`src/rtl/move_executor.sv`:
```
`default_nettype none
// ---- move_executor : executes one Othello move (validate, walk 8 rays, reverse, place) ----
// ---- rev 1.0 ---------------------------------------------------------------------------------
module move_executor (
  input  logic       clk,
  input  logic       resetn,
  input  logic       start,
  input  logic [2:0] mv_x,
  input  logic [2:0] mv_y,
  input  logic       is_black,
  output logic [2:0] rd_x,
  output logic [2:0] rd_y,
  input  logic [2:0] rd_state,
  output logic [2:0] wr_x,
  output logic [2:0] wr_y,
  output logic       wr_play,
  output logic       wr_reverse,
  output logic       wr_set_black,
  output logic       busy,
  output logic       done,
  output logic       valid_move,
  output logic [5:0] flip_count
);

  localparam logic [2:0] S_IDLE   = 3'd0;
  localparam logic [2:0] S_CHECK  = 3'd1;
  localparam logic [2:0] S_WALK   = 3'd2;
  localparam logic [2:0] S_FLIP   = 3'd3;
  localparam logic [2:0] S_PLACE  = 3'd4;
  localparam logic [2:0] S_FINISH = 3'd5;

  localparam logic [2:0] NODE_ENABLE = 3'b100;
  localparam logic [2:0] NODE_BLACK  = 3'b111;
  localparam logic [2:0] NODE_WHITE  = 3'b110;

  logic [2:0] state, state_n;
  logic [2:0] tgt_x, tgt_x_n, tgt_y, tgt_y_n;
  logic       colour, colour_n;
  logic [2:0] dir, dir_n;
  logic [3:0] pos_x, pos_x_n, pos_y, pos_y_n;
  logic [2:0] run, run_n;
  logic [5:0] flip_count_n;
  logic       valid_n;
  logic       advance;
  logic       oob;
  logic       is_own, is_opp;
  logic [3:0] tgt_x4, tgt_y4;
  logic [2:0] dir_inc;

  // Two's-complement unit steps, indexed by direction 0..7 (N, NE, E, SE, S, SW, W, NW).
  function automatic logic [3:0] step_x(input logic [2:0] d);
    case (d)
      3'd1, 3'd2, 3'd3: step_x = 4'b0001;
      3'd5, 3'd6, 3'd7: step_x = 4'b1111;
      default:          step_x = 4'b0000;
    endcase
  endfunction

  function automatic logic [3:0] step_y(input logic [2:0] d);
    case (d)
      3'd0, 3'd1, 3'd7: step_y = 4'b1111;
      3'd3, 3'd4, 3'd5: step_y = 4'b0001;
      default:          step_y = 4'b0000;
    endcase
  endfunction

  assign tgt_x4  = {1'b0, tgt_x};
  assign tgt_y4  = {1'b0, tgt_y};
  assign dir_inc = dir + 3'd1;
  // A ray never steps more than one cell past the board, so bit 3 flags both -1 and 8.
  assign oob     = pos_x[3] | pos_y[3];
  assign is_own  = (rd_state == (colour ? NODE_BLACK : NODE_WHITE));
  assign is_opp  = (rd_state == (colour ? NODE_WHITE : NODE_BLACK));

  always_ff @(posedge clk or negedge resetn) begin
    if (!resetn) begin
      state      <= S_IDLE;
      tgt_x      <= 3'd0;
      tgt_y      <= 3'd0;
      colour     <= 1'b0;
      dir        <= 3'd0;
      pos_x      <= 4'd0;
      pos_y      <= 4'd0;
      run        <= 3'd0;
      flip_count <= 6'd0;
      valid_move <= 1'b0;
    end else begin
      state      <= state_n;
      tgt_x      <= tgt_x_n;
      tgt_y      <= tgt_y_n;
      colour     <= colour_n;
      dir        <= dir_n;
      pos_x      <= pos_x_n;
      pos_y      <= pos_y_n;
      run        <= run_n;
      flip_count <= flip_count_n;
      valid_move <= valid_n;
    end
  end

  always_comb begin
    state_n      = state;
    tgt_x_n      = tgt_x;
    tgt_y_n      = tgt_y;
    colour_n     = colour;
    dir_n        = dir;
    pos_x_n      = pos_x;
    pos_y_n      = pos_y;
    run_n        = run;
    flip_count_n = flip_count;
    valid_n      = valid_move;
    advance      = 1'b0;
    case (state)
      S_IDLE: begin
        if (start) begin
          tgt_x_n      = mv_x;
          tgt_y_n      = mv_y;
          colour_n     = is_black;
          flip_count_n = 6'd0;
          valid_n      = 1'b0;
          dir_n        = 3'd0;
          state_n      = S_CHECK;
        end
      end
      S_CHECK: begin
        if (rd_state == NODE_ENABLE) begin
          state_n = S_WALK;
          pos_x_n = tgt_x4 + step_x(3'd0);
          pos_y_n = tgt_y4 + step_y(3'd0);
          run_n   = 3'd0;
        end else begin
          state_n = S_FINISH;
        end
      end
      S_WALK: begin
        if (oob || !(is_own || is_opp)) begin
          advance = 1'b1;
        end else if (is_opp) begin
          run_n   = run + 3'd1;
          pos_x_n = pos_x + step_x(dir);
          pos_y_n = pos_y + step_y(dir);
        end else if (run != 3'd0) begin
          // Rewind to k=1 and replay the run as reverse commands.
          state_n = S_FLIP;
          pos_x_n = tgt_x4 + step_x(dir);
          pos_y_n = tgt_y4 + step_y(dir);
        end else begin
          advance = 1'b1;
        end
      end
      S_FLIP: begin
        flip_count_n = flip_count + 6'd1;
        pos_x_n      = pos_x + step_x(dir);
        pos_y_n      = pos_y + step_y(dir);
        run_n        = run - 3'd1;
        if (run == 3'd1) begin
          advance = 1'b1;
        end
      end
      S_PLACE: begin
        valid_n = 1'b1;
        state_n = S_FINISH;
      end
      S_FINISH: begin
        state_n = S_IDLE;
      end
      default: begin
        state_n = S_IDLE;
      end
    endcase
    if (advance) begin
      if (dir == 3'd7) begin
        // Leaving FLIP means at least one flip happened even though flip_count lags by one.
        state_n = ((flip_count != 6'd0) || (state == S_FLIP)) ? S_PLACE : S_FINISH;
      end else begin
        dir_n   = dir_inc;
        state_n = S_WALK;
        pos_x_n = tgt_x4 + step_x(dir_inc);
        pos_y_n = tgt_y4 + step_y(dir_inc);
        run_n   = 3'd0;
      end
    end
  end

  always_comb begin
    rd_x         = 3'd0;
    rd_y         = 3'd0;
    wr_x         = 3'd0;
    wr_y         = 3'd0;
    wr_play      = 1'b0;
    wr_reverse   = 1'b0;
    wr_set_black = 1'b0;
    busy         = 1'b0;
    done         = 1'b0;
    case (state)
      S_CHECK: begin
        busy = 1'b1;
        rd_x = tgt_x;
        rd_y = tgt_y;
      end
      S_WALK: begin
        busy = 1'b1;
        if (!oob) begin
          rd_x = pos_x[2:0];
          rd_y = pos_y[2:0];
        end
      end
      S_FLIP: begin
        busy         = 1'b1;
        wr_x         = pos_x[2:0];
        wr_y         = pos_y[2:0];
        wr_play      = 1'b1;
        wr_reverse   = 1'b1;
        wr_set_black = colour;
      end
      S_PLACE: begin
        busy         = 1'b1;
        wr_x         = tgt_x;
        wr_y         = tgt_y;
        wr_play      = 1'b1;
        wr_set_black = colour;
      end
      S_FINISH: begin
        done = 1'b1;
      end
      default: begin
      end
    endcase
  end

endmodule
`default_nettype wire
```
`config.mk`:
```
export PLATFORM = sky130hd
export DESIGN_NAME = move_executor
export DESIGN_NICKNAME = d
export VERILOG_FILES = /design/src/rtl/move_executor.sv
export SDC_FILE = /design/constraint.sdc
export NUM_CORES = 1
export LEC_CHECK = 0
export CORE_MARGIN = 2
export CORE_UTILIZATION = 43
export DETAILED_ROUTE_END_ITERATION = 8
export GPL_ROUTABILITY_DRIVEN = 0
export PLACE_DENSITY_LB_ADDON = 0.25
export SYNTH_ARGS = -nofsm -noshare
export SYNTH_HDL_FRONTEND = slang
export SYNTH_SLANG_ARGS = --single-unit
```
`constraint.sdc`:
```
create_clock -name clk -period 3.9 [get_ports clk]
set_input_delay 0.78 -clock clk [delete_from_list [all_inputs] [get_ports clk]]
set_output_delay 0.78 -clock clk [all_outputs]
set_load 0.01 [all_outputs]
```
==> run summary, run 1 <==
Async SR Flop Fraction -> 100%
Arr. time, crit path -> 2.58 ns
Vias in the first global route -> 2398
Mux cell area share after synthesis -> 1.81%
CP required -> 3.12 ns
Synth Cell Area -> 2770 um2
Hold Path Sink -> valid_move$_DFFE_PN0P_
CTS clock-pin slew for the worst setup and hold paths -> 0.07 ns
Yosys warns -> 0
Worst Path Class, Setup -> flip-flop to output pin
Global Route Usage Sum -> 21.1%
Compound-Gate Fraction of Synth Area -> 21.6%
Crit-path max FO -> 13
Synth Instances -> 301
Io pins -> 37
DRT antenna net count -> 0
Hold Slack -> 0.483 ns
Worst Hold Class -> flip-flop to flip-flop
CTS tree -> built
Via count -> 2457
Reg-to-reg critical path endpoint -> pos_x[3]$_DFF_PN0_
Fin nets -> 391
Worst R2R Start -> dir[0]$_DFF_PN0_
Post-synth top flop -> dfrtp_1
DIE AREA -> 7090 um2
Synth Area in XOR/XNOR -> 6.33%
Worst slew margin -> 60.7%
Final HPWL DP -> 5380 um
Final setup vio count -> 0
Lkg Pwr -> 1.56 nW
DRT iter0 DRCs -> 159
Post-CTS Repair Setup Buffers -> 0
Avg WL per Cell -> 17.4 um
Initial Utilization -> 44.1%
Residual DRC -> 0
FP Rows -> 29
Die Y -> 84.2 um
Share of cells above drive strength 1 -> 6.76%
Largest net degree at the start of global routing -> 32
Net switching fraction of the power -> 45.5%
GRT Residual Overflow -> 0
H-tree depth -> 2
Internal Power -> 1.68 mW
First-pass GRT wire length -> 11800 um
CTS Hold Buffers Added -> 0
Maximum clock frequency -> 298 MHz
Skew final -> 0.00532 ns
Die W -> 84.2 um
Combinational Power Share -> 63.9%
CP startpoint kind -> flip-flop
Register area share after synthesis -> 28.1%
Post-layout util -> 53.4%
Power Dens Cells -> 921 nW/um2
Status -> complete, no violations
Synth Area per Inst -> 9.19 um2
Fill count -> 599
Initial antenna violation count -> 0
Worst skew pair latency -> 0.30 ns
Core ar. -> 6280 um2
Net Switching -> 1.40 mW
Number of synthesized flops with an enable pin -> 0
Final period util -> 86.0%
Clock power frac -> 13.0%
Power Total -> 3.08 mW
Final Cell Area -> 3350 um2
Adder-cell area share of the yosys netlist -> 19.3%
Most frequent cells in the layout -> clkdlybuf4s50_1 (36), nand2_1 (33), ha_1 (33), dfrtp_1 (31), inv_1 (23)
Worst IR drop on VDD -> 489 uV
N_diodes -> 0
Hold depth -> 1
Slew Viols, Final -> 0
Final WS setup -> 0.544 ns
DRT Wirelength -> 7270 um
Final hold violations -> 0
CTS buffer count -> 5
Pre-CTS WS -> 0.901 ns
Tightest Pin Transition -> 0.585 ns
Worst R2R Path Depth -> 10
Sequential power share -> 23.1%
Setup Total Neg Slack -> 0 ns
Area grow syn2layout -> 21.1%
Worst Setup End Kind -> output pin
Synthesized net count -> 353
CTS root buffer -> clkbuf_8
Maxcap violations -> 0
Post-Place Cells -> 409
Flops & latches, synth -> 31
DR pass1 iterations -> 4
PortBufs -> 36
RSZ-0062 raised after global routing -> false
Max clock buf depth -> 2
Final min period -> 3.36 ns
Largest family of logic cells by synthesized area -> compound AO/OA/AOI/OAI gates
Simple-gate share of the synthesized area -> 17.7%
Resized cells post-CTS -> 0
Final non-filler cell total -> 417
Post-synthesis cell type count -> 62
DR vias/cell -> 5.89
Most common cell after layout, fill and taps aside -> clkdlybuf4s50_1
Post-DP Area -> 3210 um2
Num Clock Sinks -> 31
Reg2reg setup slack -> 0.90 ns
Hold Startpoint -> valid_move$_DFFE_PN0P_
-- how the worst max path moves through the flow --
stage / startpoint / end / slack, ns / depth (start not counted)
floorplan: dir[0]$_DFF_PN0_ / pos_x[1]$_DFF_PN0_ / 1.11 / 9
global placement: state[2]$_DFFE_PN0P_ / wr_set_black / 0.90 / 5
detailed placement: state[1]$_DFFE_PN0P_ / rd_x[0] / 0.90 / 5
CTS: state[1]$_DFFE_PN0P_ / rd_x[0] / 0.56 / 5
global route: state[1]$_DFFE_PN0P_ / rd_y[2] / 0.46 / 5
finish: state[1]$_DFFE_PN0P_ / rd_x[0] / 0.54 / 5
-- registers in the layout (all words and copies together), names as in the netlist --
name and flops:
colour 1, pos_y 4, state 3, valid_move 1, pos_x 4, tgt_x 3
dir 3, flip_count 6, run 3, tgt_y 3
-- synthesized netlist by cell type, types with 3 or more instances --
| library cell | number | share of area [%] |
|---|---|---|
| a222oi_1 | 5 | 1.8 |
| a21o_1 | 7 | 1.9 |
| clkbuf_1 | 7 | 0.95 |
| a31oi_1 | 6 | 1.4 |
| mux2i_1 | 5 | 1.8 |
| nor3_1 | 12 | 2.2 |
| fa_1 | 6 | 4.3 |
| dfrtp_1 | 31 | 28 |
| nand2_1 | 33 | 4.5 |
| o21ai_0 | 14 | 2.5 |
| xor2_1 | 6 | 1.9 |
| inv_1 | 23 | 3.1 |
| ha_1 | 33 | 15 |
| or3_1 | 3 | 0.68 |
| nor2b_1 | 3 | 0.68 |
| nand3_1 | 5 | 0.90 |
| o21ai_1 | 3 | 0.54 |
| xnor2_1 | 7 | 2.2 |
| nor2_1 | 13 | 1.8 |
| a32oi_1 | 4 | 1.3 |
| a22o_1 | 12 | 3.8 |
| a21oi_1 | 14 | 2.5 |
-- worst max-delay path, stage by stage (launching register included) --
cell and delay, ns:
dfrtp_1 0.60, or3b_1 0.56, nor3_1 0.22, buf_4 0.20, a22o_1 0.15, clkdlybuf4s50_1 0.54
-- power by group through the flow --
| stage | clock network (mW) | registers, mW | logic [mW] |
|---|---|---|---|
| finish | 0.400 | 0.713 | 1.97 |
| global route | 0.419 | 0.741 | 2.18 |
| CTS | 0.407 | 0.709 | 1.98 |
| detailed placement | 0 | 0.715 | 1.96 |
| global placement | 0 | 0.710 | 1.91 |
| floorplan | 0 | 0.625 | 1.43 |
-- cell families (layout without fill, tap and decap cells) --
family                   after synthesis  in the layout
AND/OR/NAND/NOR                       92             92
adder cells (fa/ha/maj)               39             39
buffers and inverters                 35             74
flip-flops                            31             31
multiplexers                           5              5
AO/OA/AOI/OAI                         83             83
XOR/XNOR                              16             16
-- area by class of cell --
type	count	area, um2	area share (%)
multi-input combinational	235	1850	55.1
sequential	31	776	23.2
timing repair buffer	42	405	12.1
tap	77	96.3	2.88
inverter	24	90.1	2.69
clock buffer	5	68.8	2.05
clock inverter	3	67.6	2.02
-- layer usage --
| metal | vias to the layer above | track usage [%] | wire, um |
|---|---|---|---|
| met4 | 0 | 7.04 | 109 |
| met2 | 85 | 35.9 | 3540 |
| met5 | - | 0 | 0 |
| met1 | 1182 | 26.7 | 3150 |
| met3 | 10 | 4.42 | 474 |
| li1 | 1180 | - | - |
Note: power is estimated with default switching activity, not from simulation.
==> inputs of run 2 (changes only) <==
- ABC_AREA: default -> 1
==> run 2 against run 1 <==
  * Die area grew 8.1%
  * Clock power shrank 13%
  * Combinational power shrank 8%
  * First-iteration DRC count grew 31%
  * Setup slack gained 0.21 ns
  * Cell count grew 29%
  * Global-route usage grew 1.4 points
  * Sequential power shrank 20%
  * Critical path type unchanged
  * Fmax grew 6.7%
  * Routed wire length grew 12%
  * Largest cell class unchanged
  * Non-clock buffer count shrank 5
==> run summary, run 2 <==
Status -> complete, no violations
Area leader, netlist -> dfrtp_1
Simple-gate share of the synthesized area -> 30.0%
Share of cells above drive strength 1 -> 7.89%
Most frequent cells in the layout -> nand2_1 (97), inv_1 (61), nand3_1 (37), clkdlybuf4s50_1 (36), nor2_1 (34)
DIE AREA -> 7660 um2
CTS clock-pin slew for the worst setup and hold paths -> 0.08 ns
CP startpoint kind -> flip-flop
DRT antenna net count -> 0
Post-synth top flop -> dfrtp_1
Max clock buf depth -> 2
Ranking of synthesized cells by area -> dfrtp_1 (26%), ha_1 (14%), nand2_1 (12%), inv_1 (7.6%), nand3_1 (6.2%)
Final Cell Area -> 3550 um2
CTS Hold Buffers Added -> 0
Fill count -> 683
DR pass1 iterations -> 5
Post-CTS Repair Setup Buffers -> 0
Delay-heaviest family, CP -> buffers and inverters
Maximum clock frequency -> 318 MHz
Largest net degree at the start of global routing -> 32
Number of synthesized flops with an enable pin -> 0
Synth Instances -> 416
Max incr delay on CP -> 0.58 ns
CTS root buffer -> clkbuf_8
Worst IR drop on VDD -> 382 uV
Most common cell after layout, fill and taps aside -> nand2_1
Resized cells post-CTS -> 0
Final min period -> 3.15 ns
Hold Startpoint -> valid_move$_DFFE_PN0P_
FP Rows -> 30
Die Y -> 87.5 um
Worst skew pair latency -> 0.30 ns
Synth Area per Inst -> 7.21 um2
First-pass GRT wire length -> 13300 um
Avg WL per Cell -> 15.1 um
Synthesized net count -> 468
Max FFs per register -> 6
Count leader, synth -> nand2_1
Global Route Usage Sum -> 22.5%
Flops & latches, synth -> 31
Skew final -> 0.0106 ns
Via count -> 2950
Arr. time, crit path -> 2.37 ns
Yosys warns -> 0
Residual DRC -> 0
Io pins -> 37
Setup Total Neg Slack -> 0 ns
DRT iter0 DRCs -> 208
DRT Wirelength -> 8120 um
Largest registers -> flip_count (6), pos_x (4), pos_y (4)
Final hold violations -> 0
Worst Setup End Kind -> output pin
Num Clock Sinks -> 31
PortBufs -> 36
DR vias/cell -> 5.50
Yosys top cell area share -> 25.9%
GRT Residual Overflow -> 0
Final HPWL DP -> 6090 um
Adder-cell area share of the yosys netlist -> 17.8%
Lkg Pwr -> 1.84 nW
Vias in the first global route -> 2736
CTS tree -> built
N_diodes -> 0
Post-synthesis cell type count -> 37
Worst R2R Start -> dir[0]$_DFF_PN0_
Final setup vio count -> 0
Crit-path max FO -> 19
Register area share after synthesis -> 25.9%
Register with the most flip-flops -> flip_count
Post-DP Area -> 3430 um2
Slew Viols, Final -> 0
Final period util -> 80.6%
Fin nets -> 507
Core ar. -> 6760 um2
Tightest Pin Transition -> 0.516 ns
Mux cell area share after synthesis -> 0.334%
Critical Path, Cell by Cell -> nor2_2 > inv_2 > nor2_8 > inv_1 > o22ai_1 > clkdlybuf4s50_1
Die W -> 87.5 um
Crit-path slowest cell -> clkdlybuf4s50_1
Synth Area in XOR/XNOR -> 2.92%
Synth Cell Area -> 3000 um2
CP required -> 3.12 ns
Power Dens Cells -> 768 nW/um2
RSZ-0062 raised after global routing -> false
Compound-Gate Fraction of Synth Area -> 13.2%
Maxcap violations -> 0
Worst slew margin -> 65.6%
Async SR Flop Fraction -> 100%
H-tree depth -> 2
Buffers & Inverters on Critical Path -> 3
Worst Hold Class -> flip-flop to flip-flop
Final WS setup -> 0.755 ns
Worst setup path start -> state[2]$_DFFE_PN0P_
Area grow syn2layout -> 18.3%
Initial antenna violation count -> 0
Initial Utilization -> 44.4%
Pre-CTS WS -> 1.09 ns
Worst Path Class, Setup -> flip-flop to output pin
CTS buffer count -> 5
List of most frequent post-synthesis cells -> nand2_1 (97), inv_1 (61), nand3_1 (37)
Largest family of logic cells by synthesized area -> simple AND/OR/NAND/NOR gates
run 2: cell types whose count changed after synthesis, sizes merged, moves of 12 or more:
| cell | previous run | this run |
|---|---|---|
| nor2 | 13 | 40 |
| a22o | 12 | 0 |
| nand2 | 33 | 101 |
| o21ai | 17 | 30 |
| inv | 24 | 70 |
| nand3 | 5 | 41 |
run 2: kinds of logic (layout without fill, tap and decap cells):
family,count (synthesis),in the layout
xor+xnor,10,10
buf+inv,75,115
simple gates,194,194
compound gates,66,66
flops,31,31
mux,1,1
fa+ha+maj,39,39
run 2: worst reg2reg max path, cell delays in order (launching register included):
cell,delay (ns)
dfrtp_1,0.43
ha_1,0.28
ha_1,0.22
inv_1,0.19
nand3_1,0.36
ha_1,0.46
nand2_1,0.07
nand2_1,0.05
nor2_1,0.14
inv_1,0.06
nand2_1,0.08
nand3_1,0.07
nand3_1,0.07
nand3_1,0.06
nand2_1,0.06
inv_1,0.04
run 2: path summary, 6_finish.rpt:
check	end	slack [ns]	cells past startpoint
max in group asynchronous	tgt_y[1]$_DFFE_PN0P_	2.69	2
setup reg to reg	pos_x[3]$_DFF_PN0_	1.16	15
setup / recovery	wr_y[0]	0.75	6
hold / removal	valid_move$_DFFE_PN0P_	0.51	2
hold reg to reg	valid_move$_DFFE_PN0P_	0.51	2
min in group asynchronous	run[0]$_DFF_PN0_	0.90	2
run 2: layout make-up:
cell class              count  area (um2)  area share, %
multi-input cells         310        1920           54.2
clock buffers               6        82.6           2.33
clock inverters             2        35.0          0.987
inverters                  70         263           7.40
repair buffers             37         368           10.4
well taps                  80         100           2.82
flip-flops and latches     31         776           21.9
run 2: metrics by stage:
step	util [%]	cells	hold slack [ns]	power (mW)
2_1_floorplan	-	416	0.484	1.82
3_3_place_gp	50.8	528	0.469	2.30
3_5_place_dp	50.8	528	0.472	2.35
4_1_cts	52.5	536	0.499	2.72
5_1_grt	52.5	536	0.543	2.96
6_report	52.5	536	0.508	2.72
run 2: where the power goes:
part	switching [mW]	leakage [nW]	internal, mW
sequential	0.124	0.399	0.444
clock	0.142	0.0612	0.207
combinational	1.10	1.38	0.709
total	1.36	1.84	1.36
run 2: metal layers:
layer / vias up / share of wire, % / global-route usage [%]
met5: - / 0 / 0
met1: 1387 / 45 / 30.9
met3: 16 / 6.1 / 2.94
met2: 102 / 47 / 37.1
li1: 1445 / - / -
met4: 0 / 2.3 / 6.99
==> inputs of run 3 (changes only) <==
- clock period: 3.9 -> 2.9 ns (I/O delays scaled with it)
==> run 3 against run 2 <==
  * Critical path depth fell by 2
  * Non-clock buffer count up 3
  * Sequential share of layout area down 0.18 points
  * Cell count rose by 0.56%
  * Die area unchanged
  * Clock skew fell by 0.0022 ns
  * Largest cell class unchanged
  * Sequential power up 36%
  * Critical endpoint is now rd_y[0]
  * Clock power grew 35%
==> run summary, run 3 (synthesis gave the netlist of run 2 again) <==
Setup Total Neg Slack -> 0 ns
Final period util -> 94.1%
Global Route Usage Sum -> 23.9%
Net Switching -> 1.85 mW
Io pins -> 37
Initial antenna violation count -> 0
Net switching fraction of the power -> 50.0%
H-tree depth -> 2
Max FFs per register -> 6
GRT Residual Overflow -> 0
Crit-path max FO -> 9
Register with the most flip-flops -> flip_count
Initial Utilization -> 44.4%
Slew Viols, Final -> 0
CTS buffer count -> 5
Final min period -> 2.73 ns
CP required -> 2.32 ns
Skew final -> 0.00843 ns
Status -> complete, no violations
Worst IR drop on VDD -> 446 uV
Core ar. -> 6760 um2
Most common cell after layout, fill and taps aside -> nand2_1
Worst Path Class, Setup -> flip-flop to output pin
Worst R2R Start -> dir[0]$_DFF_PN0_
FP Rows -> 30
DRT iter0 DRCs -> 164
Worst Hold Class -> flip-flop to flip-flop
CTS root buffer -> clkbuf_8
Tightest Pin Transition -> 0.526 ns
Worst skew pair latency -> 0.30 ns
Worst setup path start -> state[2]$_DFFE_PN0P_
Maxcap violations -> 0
Lkg Pwr -> 1.86 nW
Most frequent cells in the layout -> nand2_1 (96), inv_1 (61), nand3_1 (36), clkdlybuf4s50_1 (36), nor2_1 (34)
Area grow syn2layout -> 19.3%
Maximum clock frequency -> 366 MHz
Hold Slack -> 0.519 ns
Arr. time, crit path -> 2.15 ns
Num Clock Sinks -> 31
Max clock buf depth -> 2
Die W -> 87.5 um
DRT antenna net count -> 0
Fill count -> 670
Power Dens Cells -> 1030 nW/um2
Vias in the first global route -> 2816
Hold Startpoint -> valid_move$_DFFE_PN0P_
Share of cells above drive strength 1 -> 8.93%
CTS clock-pin slew for the worst setup and hold paths -> 0.08 ns
First-pass GRT wire length -> 14000 um
DR pass1 iterations -> 5
Avg WL per Cell -> 15.9 um
Die Y -> 87.5 um
Resized cells post-CTS -> 0
DIE AREA -> 7660 um2
Final setup vio count -> 0
RSZ-0062 raised after global routing -> false
Internal Power -> 1.85 mW
Combinational Power Share -> 66.3%
Largest registers -> flip_count (6), pos_x (4), pos_y (4)
Clock power frac -> 12.8%
Via count -> 2987
CTS Hold Buffers Added -> 0
Largest net degree at the start of global routing -> 32
N_diodes -> 0
Sequential power share -> 20.9%
Worst Setup End Kind -> output pin
Final hold violations -> 0
Final HPWL DP -> 6460 um
Worst slew margin -> 64.9%
CTS tree -> built
CP startpoint kind -> flip-flop
Post-CTS Repair Setup Buffers -> 0
DR vias/cell -> 5.54
DRT Wirelength -> 8600 um
PortBufs -> 36
Residual DRC -> 0
Fin nets -> 510
[run 3: cell count changes in the layout (fill, tap and decap cells not counted)]
cell     previous run  this run
buf_4               1         4
nand2_1            97        96
nand2_2             2         3
nand3_1            37        36
nand3_2             3         4
[run 3: worst max-delay path, cell delays in order, from the launching register on]
cell and delay (ns):
dfrtp_1 0.45, inv_2 0.12, nand3_2 0.25, o32ai_1 0.42, clkdlybuf4s50_1 0.61
[run 3: power by group through the flow]
stage | Sequential, mW | Clock (mW) | Combinational [mW]
after global routing | 0.803 | 0.495 | 2.77
final | 0.773 | 0.471 | 2.45
after detailed placement | 0.780 | 0 | 2.42
after CTS | 0.772 | 0.472 | 2.44
after global placement | 0.769 | 0 | 2.36
after floorplan | 0.740 | 0 | 1.71
[run 3: routing by layer]
layer	track usage, %	routed length, um
met5	0	0
met4	9.65	255
met3	4.36	499
met2	40.2	4160
met1	30.3	3690
[run 3: final cells by class]
| type | count | area (um2) | area share [%] |
|---|---|---|---|
| well taps | 80 | 100 | 2.80 |
| clock buffers | 6 | 82.6 | 2.31 |
| clock inverters | 2 | 35.0 | 0.979 |
| inverters | 70 | 263 | 7.34 |
| flip-flops and latches | 31 | 776 | 21.7 |
| multi-input cells | 310 | 1930 | 54.0 |
| repair buffers | 40 | 390 | 10.9 |
[run 3: path summary, 6_finish.rpt]
check | endpoint | slack (ns) | cells after the start
setup / recovery | rd_y[0] | 0.17 | 4
hold / removal | valid_move$_DFFE_PN0P_ | 0.52 | 2
setup reg to reg | pos_x[3]$_DFF_PN0_ | 0.29 | 12
hold reg to reg | valid_move$_DFFE_PN0P_ | 0.52 | 2
max in group asynchronous | tgt_y[1]$_DFFE_PN0P_ | 1.89 | 2
min in group asynchronous | run[2]$_DFF_PN0_ | 0.69 | 2
[run 3: per-stage QoR]
step / setup slack, ns / instance area, um2 / util [%] / power, mW / cells
final: 0.170 / 3580 / 53.0 / 3.69 / 539
after global routing: 0.0999 / 3580 / 53.0 / 4.07 / 539
after floorplan: 0.500 / 3000 / - / 2.45 / 416
after global placement: 0.338 / 3450 / 51.1 / 3.13 / 531
after CTS: 0.0855 / 3570 / 52.9 / 3.68 / 539
after detailed placement: 0.184 / 3450 / 51.1 / 3.20 / 531
==> RTL edit 1 (config.mk and constraints of run 2) <==
Register the output `flip_count` once more; this adds one clock of latency there. The other outputs are not delayed to match.
--- a/src/rtl/move_executor.sv
+++ b/src/rtl/move_executor.sv
@@ -34,4 +34,6 @@
   localparam logic [2:0] NODE_WHITE  = 3'b110;
 
+  logic [5:0] flip_count_s0;
+
   logic [2:0] state, state_n;
   logic [2:0] tgt_x, tgt_x_n, tgt_y, tgt_y_n;
@@ -83,5 +85,5 @@
       pos_y      <= 4'd0;
       run        <= 3'd0;
-      flip_count <= 6'd0;
+      flip_count_s0 <= 6'd0;
       valid_move <= 1'b0;
     end else begin
@@ -94,5 +96,5 @@
       pos_y      <= pos_y_n;
       run        <= run_n;
-      flip_count <= flip_count_n;
+      flip_count_s0 <= flip_count_n;
       valid_move <= valid_n;
     end
@@ -108,5 +110,5 @@
     pos_y_n      = pos_y;
     run_n        = run;
-    flip_count_n = flip_count;
+    flip_count_n = flip_count_s0;
     valid_n      = valid_move;
     advance      = 1'b0;
@@ -150,5 +152,5 @@
       end
       S_FLIP: begin
-        flip_count_n = flip_count + 6'd1;
+        flip_count_n = flip_count_s0 + 6'd1;
         pos_x_n      = pos_x + step_x(dir);
         pos_y_n      = pos_y + step_y(dir);
@@ -172,5 +174,5 @@
       if (dir == 3'd7) begin
         // Leaving FLIP means at least one flip happened even though flip_count lags by one.
-        state_n = ((flip_count != 6'd0) || (state == S_FLIP)) ? S_PLACE : S_FINISH;
+        state_n = ((flip_count_s0 != 6'd0) || (state == S_FLIP)) ? S_PLACE : S_FINISH;
       end else begin
         dir_n   = dir_inc;
@@ -229,4 +231,8 @@
   end
 
+  always_ff @(posedge clk) begin
+    flip_count <= flip_count_s0;
+  end
+
 endmodule
 `default_nettype wire
Behaviour: not the same (a bounded check fails within 10 cycles, from zero or initial values and one cycle with resetn low).
==> RTL edit 1 against run 2 <==
Final area rose by 4.0%. Global-route usage increased by 0.16 points. Sequential cell count up 6. Clock skew shrank 3.2 ps. Synthesized cell count up 1.4%. Wire length increased by 1.4%. Sequential share of layout area increased by 2.4 points. Total power grew 3.5%. Area after synthesis grew 4.0%. Worst setup slack better by 15 ps. Critical path type unchanged. Largest power group unchanged.
==> RTL edit 1: results (changes against run 2) <==
run_status:
  outcome: "complete, no violations"
synth:
  synth_nets: 474  # +1.3%
  muxShareOfSynthArea: 0.00321  # -0.000129
  postSynthCellCount: 422  # +1.4%
  ys_seq_area_frac: 0.287  # +0.0285
  ys_types: 38  # +2.7%
  synth_area_leaders: "dfrtp_1, ha_1, nand2_1"
  synthArstFlopShare: 0.838  # -0.162
  synth_xor_area_frac: 0.0281  # -0.00112
  synth-compound-area-share: 0.127  # -0.00508
  synthAdderAreaFrac: 0.171  # -0.00684
placed_design:
  place_ws_ps: 1110  # +23.9 ps
  io_buffers: 36  # unchanged
  dpl.cell_count: 553  # +4.7%
  post-dp-hpwl_mm: 6.17  # +1.3%
  placed_cell_area_um2: 3570  # +4.2%
grt:
  grt_usage: 0.227  # +0.00155
  grt_pass1_vias: 2909  # +6.3%
  grt_pass1_wl_mm: 13.7  # +3.2%
  antenna_found_initial: 0  # unchanged
cts:
  clk_path_buf_depth: 2  # unchanged
  cts-root-buf: "clkbuf_8"
  cts_resized: 0  # unchanged
  numCtsBuffers: 5  # unchanged
  cts_setup_buffers: 0  # unchanged
layout:
  diodes: 0  # unchanged
  multi_input_area_share: 0.522  # -0.0208
  seqCellArea_um2: 896  # +15%
  clock_cell_area_share: 0.0312  # -0.00195
  seq_cells: 37  # +19%
  layout.cells.non_filler: 561  # +4.7%
  drive_gt1_frac: 0.0779  # -0.00103
  nets: 513  # +1.2%
  layout.nonclk_buf_frac: 0.0997  # -0.00397
  filler_cell_count: 735  # +7.6%
  reg_top3: "flip_count x6, flip_count_s0 x6"
  multi_input_gates: 310  # unchanged
sta:
  relSlewSlack: 0.643  # -0.0126
  skew_ps: 7.45  # -3.18 ps
  finalMaxSlewViolations: 0  # unchanged
  fin_hold_ws_ps: 380  # -128 ps
hold_path:
  hp-start: "flip_count_s0[5]"
  whs_endpoint: "flip_count[5]"
  min_path_cells: 0  # -2
  hold_path_class: "reg2reg"
power:
  power_frac_clock: 0.127
  p_sw_mw: 1.40  # +2.7%
  ir_worst_vdd_mv: 0.373  # -2.6%
  power_frac_comb: 0.646  # -0.017
  leakagePower_nw: 1.88  # +2.3%
route:
  drtIter0Drc: 199  # -4.3%
  vias_per_cell: 5.25  # -4.5%
  dr.pass1.iters: 5  # unchanged
  wl_per_cell_um: 14.7  # -3.1%
die:
  die_w_um: 89.2  # +1.9%
setup_path:
  cp_slowest_stage_delay_ps: 570
  arrival_ps: 2350  # -20 ps
  critPathSlowestCell: "clkdlybuf4s50_1"
==> RTL edit 1: changes by cell type in the layout (fill, tap and decap cells not counted), sizes merged <==
cell      change
dfxtp         +6
clkbuf        -1
clkinvlp      +1
==> RTL edit 1: layer usage <==
| metal | global-route usage | vias up | share of wire | wire length [um] |
|---|---|---|---|---|
| met2 | 0.370 | 84 | 0.46 | 3820 |
| met1 | 0.302 | 1394 | 0.47 | 3870 |
| met5 | 0 | - | 0 | 0 |
| li1 | - | 1456 | - | - |
| met4 | 0.0855 | 0 | 0.019 | 159 |
| met3 | 0.0388 | 14 | 0.047 | 384 |
==> RTL edit 1: worst max path at each step <==
| stage | to | slack, ps | cells past startpoint |
|---|---|---|---|
| after floorplan | pos_x[3] | 1500 | 15 |
| after global placement | wr_x[1] | 1140 | 6 |
| after detailed placement | wr_x[1] | 1110 | 6 |
| after CTS | wr_x[1] | 770 | 6 |
| after global routing | wr_x[2] | 580 | 6 |
| final | wr_y[0] | 770 | 6 |
==> RTL edit 2 (settings of run 2) <==
Without the edit above. Make the reset (`resetn`) synchronous in one clocked block.
--- a/src/rtl/move_executor.sv
+++ b/src/rtl/move_executor.sv
@@ -73,5 +73,5 @@
   assign is_opp  = (rd_state == (colour ? NODE_WHITE : NODE_BLACK));
 
-  always_ff @(posedge clk or negedge resetn) begin
+  always_ff @(posedge clk) begin
     if (!resetn) begin
       state      <= S_IDLE;
Formal check against the unedited RTL: differs if resetn is asserted again (counterexample within 4 cycles, from zero or initial values and one cycle with resetn low); with resetn held inactive, the same outputs for 10 cycles.
==> RTL edit 2 against run 2 <==
Worst setup slack improved by 220 ps. Sequential cell count unchanged. Area after synthesis decreased by 4.4%. Critical path depth decreased by 2. Via count increased by 1.8%. Wire length increased by 0.14%. Final area decreased by 3.3%. Critical path type unchanged. Largest cell class unchanged.
Power is not compared: it rests on default switching activity, and its combinational part moved more than twofold at a synthesized area within 25%.
==> RTL edit 2: results (changes against run 2) <==
synth:
  synth_nets: 467  # -0.21%
  ys_seq_area_frac: 0.216  # -0.0423
  synth_area_leaders: "dfxtp_1, ha_1, nand2_1"
  synthArstFlopShare: 0  # -1.00
  yosys_warnings: 0  # unchanged
  ys.flop_type: "dfxtp_1"
  ys_types: 45  # +22%
  synth_common_cells: "nand2_1, inv_1, a21oi_1"
route:
  vias: 3004  # +1.8%
  drt-total-wl_mm: 8.13  # +0.14%
  drtIter0Drc: 243  # +17%
run_status:
  outcome: "complete, no violations"
cts:
  cts_resized: 0  # unchanged
  cts-root-buf: "clkbuf_8"
  numCtsBuffers: 5  # unchanged
  cts_setup_buffers: 0  # unchanged
  htree_levels: 2  # unchanged
grt:
  grt_pass1_vias: 2772  # +1.3%
  antenna_found_initial: 0  # unchanged
  grt_usage: 0.228  # +0.00316
  grt_max_degree: 22  # -31%
setup_path:
  critPathSlowestCell: "clkdlybuf4s50_1"
  r2r_slack_ps: 1350  # +190 ps
  arrival_ps: 2150  # -220 ps
  cp_slowest_stage_delay_ps: 570
  path_max_fanout: 10  # -9
  crit_family: "simple AND/OR/NAND/NOR gates"
placed_design:
  io_buffers: 36  # unchanged
  post-dp-hpwl_mm: 6.33  # +4.0%
  placed_cell_area_um2: 3290  # -4.0%
sta:
  hold_violations: 0  # unchanged
  tightestPinTransition_ps: 770  # +254 ps
  skew_ps: 3.94  # -6.68 ps
power:
  ir_worst_vdd_mv: 0.240
  p_sw_frac: 0.400
  p_per_area_nw_per_um2: 408
layout:
  filler_cell_count: 658  # -3.7%
  nets: 504  # -0.59%
  drive_gt1_frac: 0.112  # +0.0327
  diodes: 0  # unchanged
hold_path:
  hold_path_class: "reg2reg"
-- RTL edit 2: cell count changes in the layout (fill, tap and decap cells not counted), sizes merged, moves of 4 or more --
| cell | before | now |
|---|---|---|
| dfrtp | 31 | 0 |
| dfxtp | 0 | 31 |
| a21oi | 12 | 34 |
| nor2 | 40 | 23 |
| nand3 | 41 | 32 |
| a31oi | 2 | 6 |
| o21ai | 30 | 34 |
-- RTL edit 2: layout make-up --
class / count / area share
clock buffer: 5 / 0.0201
sequential: 31 / 0.181
multi-input combinational: 310 / 0.565
inverter: 70 / 0.0770
clock inverter: 3 / 0.0197
timing repair buffer: 38 / 0.109
tap: 77 / 0.0281
-- RTL edit 2: per-layer routing --
metal / global-route usage / up-vias / wire length, um
met3: 0.0395 / 11 / 582
met2: 0.362 / 124 / 3670
met4: 0.0707 / 0 / 117
met1: 0.317 / 1387 / 3760
met5: 0 / - / 0
li1: - / 1482 / -
-- RTL edit 2: final timing paths --
| check | start | endpoint | cells past startpoint |
|---|---|---|---|
| setup reg to reg | dir[1] | pos_y[3] | 11 |
| hold / removal | valid_move | valid_move | 2 |
| hold reg to reg | valid_move | valid_move | 2 |
| setup / recovery | state[1] | wr_x[0] | 4 |
-- RTL edit 2: metrics by stage --
step                setup slack [ps]  instances  hold slack, ps
finish                           970        534             469
global route                     794        534             501
CTS                              997        534             477
detailed placement              1240        526             459
global placement                1210        526             452
floorplan                       1570        419             460
-- RTL edit 2: power groups by stage --
stage / clock network [mW] / registers (mW) / logic, mW
detailed placement: 0 / 0.415 / 0.592
global placement: 0 / 0.414 / 0.584
finish: 0.392 / 0.409 / 0.600
global route: 0.410 / 0.415 / 0.670
CTS: 0.396 / 0.408 / 0.597
floorplan: 0 / 0.403 / 0.415
-- RTL edit 2: logic make-up (layout without fill, tap and decap cells) --
logic type / count (synthesis) / in the layout / share of synthesized area
AO/OA/AOI/OAI: 99 / 99 / 0.206
XOR/XNOR: 8 / 8 / 0.0244
adder cells (fa/ha/maj): 35 / 35 / 0.163
buffers and inverters: 78 / 116 / 0.108
flip-flops: 31 / 31 / 0.216
AND/OR/NAND/NOR: 168 / 168 / 0.282
-- RTL edit 2: worst min-delay path: stages, from the launching register on --
cell,delay [ps]
dfxtp_1,310
nand2_1,60
a21oi_1,50
